===== src/rtl/pcm_mem_arbiter.sv =====
// pcm_mem_arbiter
// Round-robin arbiter and sequencer sharing the single PCM on-chip memory
// slave port among NUM_CPU CPU cores. One access is in flight at a time;
// every access passes through IDLE -> ACCESS -> (WAIT) -> DONE.
//
// Ports:
//   clk, reset        clock, asynchronous active-high reset
//   cpu_req/we/ub/lb  per-CPU request, write flag, byte enables
//   cpu_addr/wdata    packed per-CPU address / write data (CPU i = slice i)
//   cpu_rdata         registered read data, valid during the ack cycle
//   cpu_ack           one-hot, one-cycle completion pulse
//   grant_id          index of the CPU owning the memory
//   busy              high whenever the sequencer is not idle
//   mem_*             registered PCM slave controls / data, mem_readdata in
module pcm_mem_arbiter #(
    parameter int unsigned  NUM_CPU = 4,
    parameter int unsigned  ADDR_W  = 11,
    parameter int unsigned  DATA_W  = 16,
    parameter int unsigned  RD_LAT  = 2,
    localparam int unsigned PTR_W   = (NUM_CPU > 1) ? $clog2(NUM_CPU) : 1
) (
    input  logic                       clk,
    input  logic                       reset,
    input  logic [NUM_CPU-1:0]         cpu_req,
    input  logic [NUM_CPU-1:0]         cpu_we,
    input  logic [NUM_CPU-1:0]         cpu_ub,
    input  logic [NUM_CPU-1:0]         cpu_lb,
    input  logic [NUM_CPU*ADDR_W-1:0]  cpu_addr,
    input  logic [NUM_CPU*DATA_W-1:0]  cpu_wdata,
    output logic [DATA_W-1:0]          cpu_rdata,
    output logic [NUM_CPU-1:0]         cpu_ack,
    output logic [PTR_W-1:0]           grant_id,
    output logic                       busy,
    output logic [ADDR_W-1:0]          mem_address,
    output logic                       mem_chipselect,
    output logic                       mem_write,
    output logic                       mem_clken,
    output logic [1:0]                 mem_byteenable,
    output logic [DATA_W-1:0]          mem_writedata,
    input  logic [DATA_W-1:0]          mem_readdata
);

    // Wide enough for RD_LAT-1 with RD_LAT up to 4.
    localparam int unsigned CNT_W = 3;

    typedef enum logic [1:0] {
        S_IDLE   = 2'd0,
        S_ACCESS = 2'd1,
        S_WAIT   = 2'd2,
        S_DONE   = 2'd3
    } state_e;

    state_e                state_q, state_d;
    logic [PTR_W-1:0]      last_grant_q, last_grant_d;
    logic [PTR_W-1:0]      grant_id_q, grant_id_d;
    logic [CNT_W-1:0]      wait_cnt_q, wait_cnt_d;
    logic [DATA_W-1:0]     cpu_rdata_q, cpu_rdata_d;
    logic [NUM_CPU-1:0]    cpu_ack_q, cpu_ack_d;
    logic                  busy_q, busy_d;
    logic [ADDR_W-1:0]     mem_address_q, mem_address_d;
    logic                  mem_chipselect_q, mem_chipselect_d;
    logic                  mem_write_q, mem_write_d;
    logic                  mem_clken_q, mem_clken_d;
    logic [1:0]            mem_byteenable_q, mem_byteenable_d;
    logic [DATA_W-1:0]     mem_writedata_q, mem_writedata_d;

    logic [ADDR_W-1:0]     addr_arr  [NUM_CPU];
    logic [DATA_W-1:0]     wdata_arr [NUM_CPU];

    logic                  req_found_c;
    logic [PTR_W-1:0]      req_sel_c;
    logic [PTR_W-1:0]      cand_c;

    // Unpack the per-CPU address and write-data buses.
    for (genvar g = 0; g < NUM_CPU; g++) begin : g_unpack
        assign addr_arr[g]  = cpu_addr[g*ADDR_W +: ADDR_W];
        assign wdata_arr[g] = cpu_wdata[g*DATA_W +: DATA_W];
    end

    // Round-robin search starting just after the last granted CPU.
    always_comb begin
        req_found_c = 1'b0;
        req_sel_c   = '0;
        cand_c      = '0;
        for (int unsigned k = 1; k <= NUM_CPU; k++) begin
            cand_c = PTR_W'((32'(last_grant_q) + k) % NUM_CPU);
            if (!req_found_c && cpu_req[cand_c]) begin
                req_found_c = 1'b1;
                req_sel_c   = cand_c;
            end
        end
    end

    // Next state and next registered outputs; outputs reflect the state being entered.
    always_comb begin
        state_d          = state_q;
        last_grant_d     = last_grant_q;
        grant_id_d       = grant_id_q;
        wait_cnt_d       = wait_cnt_q;
        cpu_rdata_d      = cpu_rdata_q;
        cpu_ack_d        = '0;
        mem_address_d    = mem_address_q;
        mem_writedata_d  = mem_writedata_q;
        mem_byteenable_d = mem_byteenable_q;
        mem_chipselect_d = 1'b0;
        mem_write_d      = 1'b0;
        mem_clken_d      = 1'b0;

        case (state_q)
            S_IDLE: begin
                if (req_found_c) begin
                    state_d          = S_ACCESS;
                    grant_id_d       = req_sel_c;
                    last_grant_d     = req_sel_c;
                    mem_address_d    = addr_arr[req_sel_c];
                    mem_writedata_d  = wdata_arr[req_sel_c];
                    // Reads always fetch the full word.
                    mem_byteenable_d = cpu_we[req_sel_c] ?
                                       {cpu_ub[req_sel_c], cpu_lb[req_sel_c]} : 2'b11;
                    mem_chipselect_d = 1'b1;
                    mem_clken_d      = 1'b1;
                    mem_write_d      = cpu_we[req_sel_c];
                end
            end
            S_ACCESS: begin
                wait_cnt_d = '0;
                if (mem_write_q) begin
                    state_d               = S_DONE;
                    cpu_ack_d[grant_id_q] = 1'b1;
                end else begin
                    state_d     = S_WAIT;
                    mem_clken_d = 1'b1;
                end
            end
            S_WAIT: begin
                if (wait_cnt_q == CNT_W'(RD_LAT - 1)) begin
                    cpu_rdata_d           = mem_readdata;
                    state_d               = S_DONE;
                    cpu_ack_d[grant_id_q] = 1'b1;
                end else begin
                    wait_cnt_d  = wait_cnt_q + CNT_W'(1);
                    mem_clken_d = 1'b1;
                end
            end
            S_DONE: begin
                state_d = S_IDLE;
            end
            default: begin
                state_d = S_IDLE;
            end
        endcase

        busy_d = (state_d != S_IDLE);
    end

    // State and output registers; reset abandons any access in flight.
    always_ff @(posedge clk or posedge reset) begin
        if (reset) begin
            state_q          <= S_IDLE;
            last_grant_q     <= PTR_W'(NUM_CPU - 1);
            grant_id_q       <= '0;
            wait_cnt_q       <= '0;
            cpu_rdata_q      <= '0;
            cpu_ack_q        <= '0;
            busy_q           <= 1'b0;
            mem_address_q    <= '0;
            mem_chipselect_q <= 1'b0;
            mem_write_q      <= 1'b0;
            mem_clken_q      <= 1'b0;
            mem_byteenable_q <= '0;
            mem_writedata_q  <= '0;
        end else begin
            state_q          <= state_d;
            last_grant_q     <= last_grant_d;
            grant_id_q       <= grant_id_d;
            wait_cnt_q       <= wait_cnt_d;
            cpu_rdata_q      <= cpu_rdata_d;
            cpu_ack_q        <= cpu_ack_d;
            busy_q           <= busy_d;
            mem_address_q    <= mem_address_d;
            mem_chipselect_q <= mem_chipselect_d;
            mem_write_q      <= mem_write_d;
            mem_clken_q      <= mem_clken_d;
            mem_byteenable_q <= mem_byteenable_d;
            mem_writedata_q  <= mem_writedata_d;
        end
    end

    assign cpu_rdata      = cpu_rdata_q;
    assign cpu_ack        = cpu_ack_q;
    assign grant_id       = grant_id_q;
    assign busy           = busy_q;
    assign mem_address    = mem_address_q;
    assign mem_chipselect = mem_chipselect_q;
    assign mem_write      = mem_write_q;
    assign mem_clken      = mem_clken_q;
    assign mem_byteenable = mem_byteenable_q;
    assign mem_writedata  = mem_writedata_q;

endmodule


===== config.mk =====
export PLATFORM = sky130hd
export DESIGN_NAME = pcm_mem_arbiter
export DESIGN_NICKNAME = d
export VERILOG_FILES = /design/src/rtl/pcm_mem_arbiter.sv
export SDC_FILE = /design/constraint.sdc
export NUM_CORES = 1
export LEC_CHECK = 0
export ABC_AREA = 1
export CAP_MARGIN = 20
export CORE_ASPECT_RATIO = 1.75
export CORE_MARGIN = 5
export CORE_UTILIZATION = 35
export DETAILED_ROUTE_END_ITERATION = 8
export PLACE_DENSITY = 0.71
export SLEW_MARGIN = 20
export SYNTH_ARGS = -nofsm -noshare
export SYNTH_HDL_FRONTEND = slang
export SYNTH_SLANG_ARGS = --single-unit

===== constraint.sdc =====
create_clock -name clk -period 2.6 [get_ports clk]
set_clock_uncertainty 0.1 [all_clocks]
set_input_delay 0.26 -clock clk [delete_from_list [all_inputs] [get_ports clk]]
set_output_delay 0.26 -clock clk [all_outputs]
set_load 0.05 [all_outputs]

==> results of run 1 <==
cell families (layout without fill, tap and decap cells):
| group | after synthesis | after routing | share of synthesized area, % |
|---|---|---|---|
| buf+inv | 80 | 285 | 9.42 |
| mux | 16 | 16 | 4.55 |
| fa+ha+maj | 6 | 6 | 1.90 |
| simple gates | 338 | 338 | 34.7 |
| compound gates | 44 | 44 | 9.96 |
| xor+xnor | 1 | 1 | 0.221 |
| flops | 62 | 62 | 39.3 |
where the power goes:
group / leakage, uW / switching, uW / total, uW / internal (uW)
sequential: 0.000760 / 266 / 1710 / 1440
clock: 0.000143 / 415 / 1150 / 734
combinational: 0.00229 / 4800 / 7460 / 2660
cell usage after synthesis, drive strengths merged:
master,instances,share of area [%]
dfrtp,60,38
a21oi,7,0.98
mux2,16,4.6
xor2,1,0.22
nor4,2,0.32
o21ai,8,1.0
nand2,310,31
o211ai,27,7.7
o22ai,2,0.32
clkinv,1,0.095
dfstp,2,1.3
ha,6,1.9
buf,19,3.5
inv,54,5.2
nor2,5,0.73
nand3,21,3.0
clkbuf,6,0.57
routing by layer:
| layer | up-vias | track usage (%) | wire length [um] |
|---|---|---|---|
| li1 | 2095 | - | - |
| met1 | 1923 | 20.5 | 4950 |
| met2 | 169 | 35.2 | 7130 |
| met3 | 27 | 5.65 | 946 |
| met4 | 0 | 8.05 | 389 |
| met5 | - | 0 | 0 |
what timing repair did:
item	CTS	global route
gates resized for setup	0	2
endpoints found under the setup margin	0	29
buffers inserted	0	2
hold buffers	0	0
per-stage QoR:
step / setup slack (ns) / hold slack [ns] / utilization [%] / total power, uW
4_1_cts: 0.156 / 0.121 / 57.4 / 10300
3_3_place_gp: 0.240 / 0.364 / 54.9 / 8970
3_5_place_dp: 0.172 / 0.364 / 54.9 / 9130
5_1_grt: 0.00556 / 0.134 / 57.7 / 11200
6_report: 0.172 / 0.117 / 57.7 / 10300
2_1_floorplan: 0.517 / 0.311 / - / 7090
area by class of cell:
type / count / area (sq um)
fillers: 1089 / 4700
repair buffers: 214 / 2150
multi-input cells: 405 / 2040
flip-flops and latches: 62 / 1550
clock buffers: 11 / 233
inverters: 55 / 214
well taps: 132 / 165
clock inverters: 5 / 50.0
flip-flops by register name, indices dropped and copies added, names as in the netlist, 2 cells and up:
| register | count |
|---|---|
| mem_address | 11 |
| mem_writedata | 16 |
| wait_cnt_q | 3 |
| grant_id | 2 |
| last_grant_q | 2 |
| cpu_rdata | 16 |
| cpu_ack | 4 |
| mem_byteenable | 2 |
| state_q | 2 |
critical path: cells and delay by family (launching register included):
kind,cells,cell delay [ns]
and+or+nand+nor,14,1.26
DFF,1,0.61
buffers and inverters,2,0.38
worst paths after layout:
check | end | cells past startpoint | startpoint
max in group asynchronous | mem_byteenable[0] | 3 | reset
min in group clk | mem_writedata[6] | 2 | mem_writedata[6]
max | mem_writedata[8] | 16 | last_grant_q[0]
min reg2reg | mem_writedata[6] | 2 | mem_writedata[6]
max reg2reg | mem_writedata[8] | 16 | last_grant_q[0]
min | cpu_rdata[15] | 2 | reset
==> flow_summary.yaml, run 1 <==
clocking:
  cts_tree: "done"
  cts_sinks: 62
  cts_max_level: 3
  cts-root-to-sink-buffers: 2
  clkLatencyLatePin_ns: 0.32
  cts_root_buf: "clkbuf_16"
  clk_transition_reported_paths_ns: 0.05
  numCtsBuffers: 9
finish:
  drive_gt1_share_pct: 13.2
  design_area_sq_um: 6400
  syn_to_final_growth_pct: 61.8
  final_cell_mix: "292 x nand2_1, 196 x clkdlybuf4s50_1, 60 x dfrtp_1"
  antennaDiodeCount: 0
  final_cells: 884
  layout_commonest_cell: "nand2_1"
  fin_nets: 895
floorplanning:
  die_y_um: 151
  rows: 51
  die-area_sq_um: 13600
  initial_core_util_pct: 35.6
  die_x_um: 90.4
  coreArea_sq_um: 11100
  io_pins: 197
drt:
  via_per_inst: 4.77
  dr.pass1.iters: 4
  dr_total_vias: 4214
  postRouteWirelength_mm: 13.4
  ant_nets: 0
  drt_iter0_drc: 110
  wire_per_inst_um: 15.2
  drc_errors: 0
place:
  place_area_sq_um: 6090
  place_hpwl_mm: 10.8
  place_congestion: 0.885
  dp_cells: 866
  port_buffers: 196
critical_path:
  crit_path_frequent_cell: "nand2_1"
  reg2reg_slack_ns: 0.17
  critPathRequiredTime_ns: 2.76
  arrival_ns: 2.59
  crit_type: "reg -> reg"
  start_kind: "register"
  critPathSlowestCell: "dfstp_2"
  cp_cell_sequence: "buf_4 -> nand2_1 -> nand3_1 -> nand2_1 -> nand2_1 -> nand2_1 -> nand2_1 -> nand2_2 -> nand2_8 -> buf_12 -> nand2_1 -> nand2_1 -> nand2_1 -> nand2_1 -> nand2_1 -> nand2_1"
  cpPeakStageDelay_ns: 0.61
  cp-end-kind: "register"
  cp_max_fo: 35
timing:
  drv_slew: 0
  finalHoldViolCount: 0
  tightest_slew_ns: 0.566
  max_slew_margin_pct: 62.1
  rsz0062_at_grt: "false"
  finalSetupViolCount: 0
  min_period_ns: 2.43
  fmax_mhz: 412
  tns_ns: 0
  post-route-period-util_pct: 93.4
pwr:
  peakVddDrop_mv: 0.887
  power_leakage_uw: 0.00320
  power_density_nw_per_um2: 1610
yosys:
  syn_area_per_cell_sq_um: 7.24
  yosysSeqAreaShare_pct: 39.3
  ys_types: 28
  netlist_area_sq_um: 3960
  netlist_instances: 547
  syn_nets: 695
  yosysWarnings: 0
  synth_seq_cells: 62
min_path:
  hold_class: "in -> async"
global_route:
  grt_max_degree: 36
  grt_pass1_vias: 4297
  grt_pass1_wl_mm: 20.9
  antenna_found_initial: 0
  grt_remaining_overflow: 0
  grt_use_total_pct: 19.3
job:
  drv_cap: 0
status:
  status: "finished clean"
Power figures use the tool's default switching activity.
==> run 2, diff against run 1 <==
--- a/config.mk
+++ b/config.mk
@@ -8,7 +8,7 @@
 export ABC_AREA = 1
 export CAP_MARGIN = 20
 export CORE_ASPECT_RATIO = 1.75
-export CORE_MARGIN = 5
+export CORE_MARGIN = 10
 export CORE_UTILIZATION = 35
 export DETAILED_ROUTE_END_ITERATION = 8
 export PLACE_DENSITY = 0.71
==> run 2 against run 1 <==
Compared with the run above: sequential power hardly changed; critical path depth is 1 lower; via count is 1.0% lower; clock power is 3% higher; non-clock buffer count is 2 lower; sequential share of layout area is 0.19 points lower; core utilization is 0.45 points higher; count of clock-buffer cells in the layout is 1 lower; register-to-register slack better by 0.02 ns; critical path type unchanged; critical endpoint is now mem_writedata[6].
==> flow_summary.yaml, run 2 (synthesized netlist as in run 1, its figures left out) <==
status:
  status: "finished clean"
global_route:
  grt_pass1_vias: 4249
  antenna_found_initial: 0
  grt_pass1_wl_mm: 21.8
  grt_remaining_overflow: 0
  grt_use_total_pct: 16.9
  grt_max_degree: 40
pwr:
  finalPower_uw: 10500
  power_leakage_uw: 0.00321
  peakVddDrop_mv: 1.16
  power_density_nw_per_um2: 1630
clocking:
  cts_hold_buf: 0
  cts-root-to-sink-buffers: 2
  clk_transition_reported_paths_ns: 0.06
  clkLatencyLatePin_ns: 0.32
  cts_root_buf: "clkbuf_16"
  cts_max_level: 3
  cts_sinks: 62
  cts_tree: "done"
  numCtsBuffers: 9
critical_path:
  reg2reg_slack_ns: 0.19
  rr_endpoint: "mem_writedata[6]"
  r2r_cells: 15
  critPathRequiredTime_ns: 2.77
  start_kind: "register"
  arrival_ns: 2.57
  rr_startpoint: "last_grant_q[0]"
  cp-end-kind: "register"
  cp_max_fo: 19
  crit_type: "reg -> reg"
timing:
  tightest_slew_ns: 0.570
  finalHoldViolCount: 0
  min_period_ns: 2.41
  tns_ns: 0
  post-route-period-util_pct: 92.6
  finalSetupViolCount: 0
  rsz0062_at_grt: "false"
  drv_slew: 0
  max_slew_margin_pct: 61.9
  final_critical_path_setup_slack_ns: 0.194
  fin_hold_ws_ns: 0.216
  fmax_mhz: 416
floorplanning:
  initial_core_util_pct: 35.6
  die-area_sq_um: 16100
  die_x_um: 100
  die_y_um: 161
  rows: 51
  io_pins: 197
  coreArea_sq_um: 11100
finish:
  final_cell_mix: "291 x nand2_1, 196 x clkdlybuf4s50_1, 60 x dfrtp_1"
  fin_nets: 894
  syn_to_final_growth_pct: 63.0
  design_area_sq_um: 6450
  drive_gt1_share_pct: 13.4
  layout_commonest_cell: "nand2_1"
  antennaDiodeCount: 0
  num-fill-cells: 1066
place:
  place_congestion: 0.852
  port_buffers: 196
  dp_worst_setup_slack_ns: 0.0513
  place_area_sq_um: 6070
  place_hpwl_mm: 11.5
drt:
  dr_total_vias: 4170
  drt_iter0_drc: 183
  ant_nets: 0
  postRouteWirelength_mm: 14.3
  wire_per_inst_um: 16.2
  dr.pass1.iters: 4
  drc_errors: 0
  via_per_inst: 4.72
job:
  drv_cap: 0
min_path:
  hold_class: "in -> async"
==> run 2: changes by cell type in the layout (fill, tap and decap cells not counted), sizes merged <==
cell	change
clkinvlp	+1
nand2	+1
buf	-3
==> run 2: final cells by class <==
type | instances | area [sq um] | share of cell area (%)
tap | 132 | 165 | 2.56
sequential | 62 | 1550 | 24.1
inverter | 55 | 214 | 3.32
clock inverter | 6 | 61.3 | 0.950
clock buffer | 10 | 239 | 3.70
multi-input combinational | 406 | 2060 | 31.9
timing repair buffer | 212 | 2160 | 33.5
==> run 2: where the power goes <==
| group | switching, uW | internal (uW) | total [uW] | leakage (uW) |
|---|---|---|---|---|
| registers | 264 | 1440 | 1710 | 0.000760 |
| clock network | 428 | 763 | 1190 | 0.000148 |
| logic | 4850 | 2800 | 7650 | 0.00230 |
| total | 5550 | 5000 | 10500 | 0.00321 |
==> run 2: metrics by stage <==
step                      utilization (%)  std cells
after floorplan                         -        547
after global placement               54.7        863
after detailed placement             54.7        863
after CTS                            57.4        879
after global routing                 58.1        883
final                                58.1        883
==> run 2: repair_timing <==
item	CTS	global route
buffers inserted	0	2
resized for setup	0	6
endpoints found under the setup margin	0	30
==> run 2: layer usage <==
metal  GRT usage [%]  vias to the layer above  share of wire [%]
met5               0                        -                  0
met4            5.16                        0                1.3
met3            6.57                       16                8.6
met2            30.6                      166                 54
met1            17.2                     1892                 36
li1                -                     2096                  -
==> run 2: worst max-delay path by stage <==
stage	from	endpoint	cells past startpoint
3_5_place_dp	cpu_req[2]	mem_writedata[3]	17
3_3_place_gp	cpu_req[1]	mem_writedata[6]	13
5_1_grt	last_grant_q[0]	mem_address[3]	14
2_1_floorplan	last_grant_q[0]	mem_writedata[1]	16
4_1_cts	last_grant_q[0]	mem_writedata[6]	15
6_report	last_grant_q[0]	mem_writedata[6]	15
==> run 2: critical path: stages (launching register included) <==
cell      delay (ns)
dfstp_2         0.64
inv_4           0.08
nand2_1         0.11
nand3_1         0.09
nand2_1         0.11
inv_2           0.05
nor2_4          0.12
nand2_1         0.09
nor2_2          0.14
inv_2           0.05
nand2_2         0.22
buf_12          0.23
o211ai_2        0.10
nand2_1         0.08
nand2_1         0.05
nand2_1         0.06
